===== config.mk =====
export PLATFORM = sky130hd
export DESIGN_NAME = pc_fetch_unit
export DESIGN_NICKNAME = d
export VERILOG_FILES = /design/src/rtl/pc_fetch_unit.sv
export SDC_FILE = /design/constraint.sdc
export NUM_CORES = 1
export LEC_CHECK = 0
export CORE_MARGIN = 1.5
export CORE_UTILIZATION = 36
export CTS_CLUSTER_DIAMETER = 150
export CTS_CLUSTER_SIZE = 14
export DETAILED_ROUTE_END_ITERATION = 10
export PLACE_DENSITY_LB_ADDON = 0.05
export REMOVE_ABC_BUFFERS = 1
export SLEW_MARGIN = 20
export SYNTH_ARGS = -nofsm -noshare
export SYNTH_HDL_FRONTEND = slang
export SYNTH_SLANG_ARGS = --single-unit

===== constraint.sdc =====
create_clock -name clk -period 2.6 [get_ports clk]
set_input_delay 0.39 -clock clk [delete_from_list [all_inputs] [get_ports clk]]
set_output_delay 0.39 -clock clk [all_outputs]
set_load 0.03 [all_outputs]

===== src/rtl/pc_fetch_unit.sv =====
// pc_fetch_unit
// Instruction-fetch stage. Owns the program counter and the IF/ID pipeline
// register, runs a request/ready handshake to instruction memory, and handles
// hazard stalls, redirect flushes and discarding of stale in-flight responses.
//
// Optional feature macro: FETCH_ALIGN_CHECK_EN
//   defined   : a misaligned JumpReg target pulses misalign and parks the
//               unit in TRAP (left only by reset).
//   undefined : JumpReg target has bits [1:0] cleared, misalign is tied 0.
//
// Ports:
//   clk, rst_n            clock, asynchronous active-low reset
//   branch_Or_Jump        next-PC select from ID (0 seq, 1 br, 2 j, 3 jr)
//   redirect_pc_plus4     PC+4 of the deciding ID instruction
//   branch_offset         sign-extended branch immediate (words)
//   jump_index            J-type index field
//   jump_reg              rs value for JumpReg
//   stall                 freezes PC and IF/ID
//   imem_req/imem_addr    fetch request and address
//   imem_ready/imem_rdata response valid and instruction word
//   ifid_valid/ifid_instr/ifid_pc_plus4  IF/ID register contents
//   fetch_pc              current PC
//   misalign              one-cycle misaligned JumpReg trap pulse
module pc_fetch_unit #(
    parameter logic [31:0] RESET_PC = 32'h0000_0000
) (
    input  logic        clk,
    input  logic        rst_n,
    input  logic [1:0]  branch_Or_Jump,
    input  logic [31:0] redirect_pc_plus4,
    input  logic [31:0] branch_offset,
    input  logic [25:0] jump_index,
    input  logic [31:0] jump_reg,
    input  logic        stall,
    output logic        imem_req,
    output logic [31:0] imem_addr,
    input  logic        imem_ready,
    input  logic [31:0] imem_rdata,
    output logic        ifid_valid,
    output logic [31:0] ifid_instr,
    output logic [31:0] ifid_pc_plus4,
    output logic [31:0] fetch_pc,
    output logic        misalign
);

    typedef enum logic [2:0] {
        IDLE  = 3'd0,
        FETCH = 3'd1,
        DROP  = 3'd2,
        HOLD  = 3'd3
`ifdef FETCH_ALIGN_CHECK_EN
        ,
        TRAP  = 3'd4
`endif
    } state_t;

    state_t      state;
    logic [31:0] pc;
    logic [31:0] pend_pc;
    logic [31:0] hold_word;
    logic [31:0] target;
    logic [31:0] pc_plus4;
    logic        redirect;

    // The PC never moves while a request is outstanding (the redirect target
    // waits in pend_pc), so the fetch address is simply the PC register.
    assign fetch_pc  = pc;
    assign imem_addr = pc;
    assign pc_plus4  = pc + 32'd4;

    // A redirect from ID only counts when ID is not stalled; a stalled ID
    // will present the same decision again.
    assign redirect = (branch_Or_Jump != 2'd0) && !stall;

    // Next-PC target for each redirect kind, all wrapping modulo 2^32.
    always_comb begin
        target = 32'h0000_0000;
        case (branch_Or_Jump)
            2'd1:    target = redirect_pc_plus4 + (branch_offset << 2);
            2'd2:    target = {redirect_pc_plus4[31:28], jump_index, 2'b00};
            2'd3:    target = jump_reg & 32'hFFFF_FFFC;
            default: target = 32'h0000_0000;
        endcase
    end

`ifdef FETCH_ALIGN_CHECK_EN
    logic bad_jr;
    logic trap_pend;
    logic misalign_q;

    // Misaligned JumpReg is detected on the same terms as any redirect.
    assign bad_jr   = redirect && (branch_Or_Jump == 2'd3) && (jump_reg[1:0] != 2'b00);
    assign misalign = misalign_q;
`else
    assign misalign = 1'b0;
`endif

    // Fetch FSM: owns PC, IF/ID, the pending redirect target and the word
    // buffered while ID is stalled. imem_req is registered and follows the
    // state being entered (high in FETCH and DROP only).
    always_ff @(posedge clk or negedge rst_n) begin
        if (!rst_n) begin
            state         <= IDLE;
            pc            <= RESET_PC;
            pend_pc       <= 32'h0000_0000;
            hold_word     <= 32'h0000_0000;
            imem_req      <= 1'b0;
            ifid_valid    <= 1'b0;
            ifid_instr    <= 32'h0000_0000;
            ifid_pc_plus4 <= 32'h0000_0000;
`ifdef FETCH_ALIGN_CHECK_EN
            trap_pend     <= 1'b0;
            misalign_q    <= 1'b0;
`endif
        end else begin
`ifdef FETCH_ALIGN_CHECK_EN
            misalign_q <= 1'b0;
`endif
            case (state)
                IDLE: begin
                    state    <= FETCH;
                    imem_req <= 1'b1;
                end

                FETCH: begin
`ifdef FETCH_ALIGN_CHECK_EN
                    if (bad_jr) begin
                        misalign_q <= 1'b1;
                        ifid_valid <= 1'b0;
                        if (imem_ready) begin
                            state    <= TRAP;
                            imem_req <= 1'b0;
                        end else begin
                            trap_pend <= 1'b1;
                            state     <= DROP;
                        end
                    end else
`endif
                    if (redirect && imem_ready) begin
                        pc         <= target;
                        ifid_valid <= 1'b0;
                    end else if (redirect) begin
                        pend_pc    <= target;
                        ifid_valid <= 1'b0;
                        state      <= DROP;
                    end else if (stall && imem_ready) begin
                        hold_word <= imem_rdata;
                        imem_req  <= 1'b0;
                        state     <= HOLD;
                    end else if (stall) begin
                        state <= FETCH;
                    end else if (imem_ready) begin
                        ifid_valid    <= 1'b1;
                        ifid_instr    <= imem_rdata;
                        ifid_pc_plus4 <= pc_plus4;
                        pc            <= pc_plus4;
                    end else begin
                        ifid_valid <= 1'b0;
                    end
                end

                // The stale request must complete before the target is issued;
                // its data is thrown away and a newer redirect wins.
                DROP: begin
                    ifid_valid <= 1'b0;
`ifdef FETCH_ALIGN_CHECK_EN
                    if (bad_jr) begin
                        misalign_q <= 1'b1;
                        trap_pend  <= 1'b1;
                    end
                    if (imem_ready && (trap_pend || bad_jr)) begin
                        state    <= TRAP;
                        imem_req <= 1'b0;
                    end else
`endif
                    if (imem_ready) begin
                        pc    <= redirect ? target : pend_pc;
                        state <= FETCH;
                    end else if (redirect) begin
                        pend_pc <= target;
                    end
                end

                // The word fetched during the stall waits here so it is neither
                // lost nor fetched twice.
                HOLD: begin
                    if (!stall) begin
`ifdef FETCH_ALIGN_CHECK_EN
                        if (bad_jr) begin
                            misalign_q <= 1'b1;
                            ifid_valid <= 1'b0;
                            state      <= TRAP;
                        end else
`endif
                        if (redirect) begin
                            pc         <= target;
                            ifid_valid <= 1'b0;
                            imem_req   <= 1'b1;
                            state      <= FETCH;
                        end else begin
                            ifid_valid    <= 1'b1;
                            ifid_instr    <= hold_word;
                            ifid_pc_plus4 <= pc_plus4;
                            pc            <= pc_plus4;
                            imem_req      <= 1'b1;
                            state         <= FETCH;
                        end
                    end
                end

`ifdef FETCH_ALIGN_CHECK_EN
                TRAP: begin
                    imem_req   <= 1'b0;
                    ifid_valid <= 1'b0;
                end
`endif

                default: begin
                    state    <= IDLE;
                    imem_req <= 1'b0;
                end
            endcase
        end
    end

endmodule

[Word-level counts from Yosys, hierarchy flattened]
Index checks and enable logic that the tools add are counted.
Word-level totals
  flip-flop bits (word level): 165
  bits in latches: 0
  RAM bits: 0
  memory bits (read-only): 0
  input bits: 160
  logic and storage cells: 98
  memories: 0
Cells by class
  add/sub/neg operators: 2
  $mul: 0
  divide/modulo/power cells: 0
  magnitude comparators: 0
  equal/unequal tests: 23
  shift-type cells: 0
  muxes and demuxes: 46
  bitwise gates (word level): 3
  reduce and logical (&&, ||, !) cells: 16
Operators by type and width (number)
  32-bit two-way mux: 21
  32-bit one-hot mux with 2 select lines: 3
  32-bit one-hot mux with 3 select lines: 2
  32-bit by 3-bit adder with 32-bit output, second input constant: 1
  32-bit adder: 1
  2-bit inequality test, second input constant: 10
  3-bit two-way mux: 6
  3-bit inequality test, second input constant: 4
  4-bit inequality test, second input constant: 3
  3-bit one-hot mux with 4 select lines: 1
  4-bit AND reduction: 3
  1-bit two-way mux: 11
  8-bit AND reduction: 1
  7-bit AND reduction: 1
  3-bit by 2-bit == test with 1-bit output, second input constant: 2
  2-bit nonzero test: 3
  5-bit AND reduction: 1
  2-bit == test, second input constant: 2
  1-bit one-hot mux with 4 select lines: 1
  3-bit by 1-bit == test with 1-bit output, second input constant: 1
  1-bit logical AND: 3
  3-bit zero test: 1
  1-bit NOT: 3
  1-bit one-hot mux with 3 select lines: 1
  4 further kinds: 4

[Logic depth before layout (Yosys ltp)]
  depth after elaboration: 7
  depth in mapped cells: 12

[Worst setup path before layout]
No wires, ideal clock.
  path type: input -> register
  start: in redirect_pc_plus4[3]
  end: reg pend_pc[25]
  data arrival time: 2712 ps
  data required time: 2517 ps
  path slack: -195 ps
  stages on the path: 10
  path buffers: 0
  cell sequence: ha_1 a211o_1 a211o_1 a31oi_4 a21oi_2 a221oi_2 o221ai_1 xnor2_1 o32a_1 o21ai_0
Between the ends
  word-level cells in the longest chain between the ends: 5
Ends and longest elaborated chain
  from (decl): RTL line 30  | input logic [31:0] redirect_pc_plus4,
  32-bit adder (*): RTL line 79  | 2'd1: target = redirect_pc_plus4 + (branch_offset << 2);
  32-bit one-hot mux with 3 select lines (*): RTL line 78  | case (branch_Or_Jump)
  32-bit two-way mux (*): RTL line 142, 179
  32-bit two-way mux (on tied branches): RTL line 176, 139
  32-bit one-hot mux with 2 select lines (*): RTL line 119  | case (state)
  to (signal assigned): RTL line 143  | pend_pc <= target;
  to (signal assigned): RTL line 180  | pend_pc <= target;
  to (decl): RTL line 59  | logic [31:0] pend_pc;
Every way passes the cells marked *; elsewhere a longest branch is shown, timed or not. The select of a mux whose other input is x is not followed.
A chain may end at the register's enable or synchronous reset.

[Final worst setup path]
  start: in redirect_pc_plus4[3]
  end: reg pc[29] (netlist: fetch_pc[29])
Between the ends
  word-level cells in the longest chain between the ends: 5
Ends and longest elaborated chain
  32-bit adder (*): RTL line 79
  32-bit one-hot mux with 3 select lines (*): RTL line 78
  32-bit two-way mux (on tied branches)
  32-bit two-way mux (on tied branches): RTL line 187, 176
  32-bit one-hot mux with 3 select lines (*): RTL line 119
  to (signal assigned): RTL line 140  | pc <= target;
  to (signal assigned): RTL line 196  | pc <= target;
  to (signal assigned): RTL line 204  | pc <= pc_plus4;
  to (decl): RTL line 58  | logic [31:0] pc;
Marked as above.

==> results by stage <==
Layout:
- The share of cells above drive strength 1 is 23.3%.
- At the end of the flow, the number of nets in the layout was 1,815.
- The utilization of the core after routing is 56.0%.
- The finished cells cover 16,200 um2.
- 0 antenna diodes ended up in the layout.
- The growth of design area from synthesis to finish is 52.2%.
- The final cell count without fillers is 2,017.
- After filler insertion, the fill cell instance count of the layout stands at 2,687.

Routing:
- Before antenna repair, the detailed router went through 5 iterations.
- In the routed design, unresolved DRC markers number 0.
- The routed wirelength normalized by instance count is 18.2 um.
- The number of design-rule violations left by the first detailed-router iteration is 737.
- In this run the remaining antenna-violating nets after routing total 0.
- The via count is 10,760.
- The via count normalized by instance count is 5.33.
- The final layout contains routed wiring with a total length of 36.8 mm.

Timing:
- The final critical path time including I/O delays and setup is 2.61 ns.
- The final-layout worst hold slack is 0.393 ns.
- The maximum operating frequency is 0.384 GHz.
- After layout, the worst path uses 100% of the clock period.
- On the final layout, the worst clock skew is 0.0140 ns.
- The count of final max-slew check failures is 0.
- Setup violations remaining at the end of the flow were counted as 1.
- Setup slack on the critical path of the routed design comes to -0.00656 ns.
- Setup repair after global routing could not meet its margin everywhere.
- Measured against its own limit, the worst slew margin works out to 58.8%.
- For the pin with the worst max-slew slack, the measured transition is 0.617 ns.
- The setup TNS is -0.00656 ns.
- The number of endpoints with negative hold slack in the final report is 0.

Global routing:
- The number of antenna violations at the first check in global routing was 0.
- The via count of the first global-routing pass was 10,533.
- The pin count of the biggest net entering global routing is 57.
- The total global routing track utilization is 23.9%.
- The wire length of the first global-routing pass is 57.6 mm.
- The total overflow reported by the global router is 0.

Setup path:
- The required time of the critical path is 2.92 ns.
- The critical path in this run is classified as primary input to flip-flop.
- The critical-path maximum fanout is 4.
- The kind of start point of the critical path is a primary input.
- The type of destination of the critical path is a flip-flop.
- Data arrives at the worst endpoint at 2.92 ns.

Floorplanning:
- For this design the top-level I/O count stands at 291.
- The initial core utilization is 36.8%.
- The area enclosed by the die boundary is 30,600 um2.
- The die extent in y is 175 um.
- The floorplan row count is 62.
- The total area inside the core boundary comes to 28,900 um2.
- Measured along the x axis, the die boundary spans 175 um.

Power and ir drop:
- VDD sags by at most 653 uV.
- The combinational share of power is 56.9%.
- Sequential cells burn 28.3% of the power.
- The fraction of power spent switching nets is 43.7%.
- Cell internal power was estimated by the tool at 9.11 mW.
- The portion of total power attributed to the clock network is 14.8%.
- In this run the static leakage power is 6.89 nW.
- The net switching power is 7.08 mW.
- Dividing total power by cell area gives a power density of 1000 nW/um2.
- The final total power is 16.2 mW.

Placed design:
- The final estimated routing congestion in global placement is 0.873.
- The number of buffer cells added on primary ports is 285.
- The sum of net half-perimeters after detailed placement is 27.3 mm.
- The total cell area at the placement stage is 15,000 um2.
- The worst setup slack after placement is -0.970 ns.
- The number of placed instances, taps included, is 1,970.

Synth:
- The share of the Yosys chip area taken by registers is 38.6%.
- The mean cell area of the mapped netlist is 8.70 um2.
- After synthesis the netlist holds a flip-flop and latch count of 164.
- The largest area contributor in the netlist is dfrtp_1.
- The share of the synthesized area in the top cell type is 38.6%.
- The count of flip-flops with a built-in enable after synthesis is 0.
- In this run, distinct cell masters in the synthesized netlist total 69.
- The leading register cell type out of synthesis is dfrtp_1.
- The synthesized netlist occupies a cell area of 10,600 um2.
- The commonest cells after synthesis are dfrtp_1 (164), nor2_1 (145), a21oi_1 (126).
- By area the synthesized netlist is led by dfrtp_1 (39%), a21oi_1 (5.9%), mux2_2 (5.3%), mux2i_1 (5.2%), nor2_1 (5.1%).
- The number of synthesis warnings is 0.
- In the synthesized netlist, the number of instances is 1,223.
- The cell with the most instances after synthesis is dfrtp_1.
- The share of flip-flops with an asynchronous set or reset after synthesis is 100%.

Outcome:
- The checks that failed: setup timing.
- The flow ran to the end, but the final reports show violations.

Flow run:
- The tool flagged a number of max-cap violations equal to 0.

Clock network:
- TritonCTS built the clock tree.
- The longest clock path from root to sink contains 2 buffers.
- Clock tree synthesis inserted a total of 17 buffers.
- The H-tree depth is 4.
- The cell at the root of the clock tree is clkbuf_16.
- After clock tree synthesis, the clock-pin slew on the worst setup and hold paths is 0.08 ns.
- The number of clock sinks is 164.
- The later-pin clock latency in the skew report is 0.43 ns.

Min path:
- The tightest min-delay check is of the primary input to flip-flop type.
==> worst max-delay path, stage by stage <==
cell and delay (ns):
buf_6 0.10, ha_4 0.23, a211o_1 0.32, a211o_1 0.32, a31oi_4 0.28, a21oi_2 0.12, a221oi_2 0.27, buf_4 0.20
buf_6 0.12, o21ai_4 0.05, xnor2_2 0.17, nor2_1 0.06, o32a_1 0.28
==> state kept, by name, indices dropped and copies added (netlist names) <==
| register | flops |
|---|---|
| fetch_pc | 32 |
| hold_word | 32 |
| ifid_instr | 32 |
| ifid_pc_plus4 | 32 |
| ifid_valid | 1 |
| imem_req | 1 |
| pend_pc | 32 |
| state | 2 |
==> power groups by stage <==
stage	sequential, mW	clock, mW	combinational (mW)
final	4.58	2.40	9.21
after global routing	4.76	2.55	9.88
after CTS	4.58	2.45	9.15
after detailed placement	4.61	0	8.98
after global placement	4.58	0	8.92
after floorplan	6.42	0	3.09
==> cells in the final DEF, fill, tap and decap left out, drive strengths merged, types with 11 or more instances in the layout <==
master | Yosys | final
clkdlybuf4s50 | 0 | 258
buf | 43 | 216
dfrtp | 164 | 164
nor2 | 145 | 145
a21oi | 127 | 127
nand2 | 118 | 118
o21ai | 94 | 94
mux2i | 55 | 55
mux2 | 50 | 50
ha | 34 | 34
xnor2 | 27 | 27
xor2 | 25 | 25
inv | 18 | 24
clkbuf | 75 | 22
nand3 | 20 | 20
a21o | 20 | 20
a31oi | 18 | 18
nor3 | 15 | 15
o21a | 12 | 12
nand4 | 11 | 11
o22ai | 11 | 11
==> metal layers <==
layer / share of wire, % / track usage [%]
met2: 47 / 39.4
met1: 46 / 33.0
met4: 1.4 / 5.16
met5: 0 / 0
met3: 5.7 / 4.05
==> final timing paths <==
path	from	endpoint	slack (ns)	cells past startpoint
max	redirect_pc_plus4[3]	fetch_pc[29]	-0.007	13
min	redirect_pc_plus4[2]	pend_pc[2]	0.39	4
max reg2reg	fetch_pc[9]	fetch_pc[31]	0.19	9
min reg2reg	pend_pc[10]	pend_pc[10]	0.47	2
max in group asynchronous	rst_n	pend_pc[10]	1.42	3
min in group asynchronous	rst_n	ifid_pc_plus4[18]	0.50	2
==> kinds of logic after synthesis <==
| logic type | synth area share [%] |
|---|---|
| compound gates | 21.7 |
| simple gates | 14.6 |
| flops | 38.6 |
| buf+inv | 6.16 |
| mux | 10.5 |
| xor+xnor | 4.28 |
| fa+ha+maj | 4.19 |
| other cells | 0.0352 |
==> timing repair <==
item,in CTS,in global routing
pin swaps,45,41
hold endpoints to repair,53,0
resized for setup,88,60
hold buffers,1,0
endpoints found under the setup margin,40,23
buffers inserted,17,0
==> area by class of cell <==
cell class                 count  area (um2)  share of cell area [%]
timing repair buffer         496        4600                    28.4
sequential                   164        4100                    25.3
clock buffer                  19         433                    2.67
multi-input combinational    922        6400                    39.5
inverter                      19        71.3                   0.440
clock inverter                13         115                   0.710
tap                          384         480                    2.97
No activity file was read; power rests on OpenSTA's default activity.
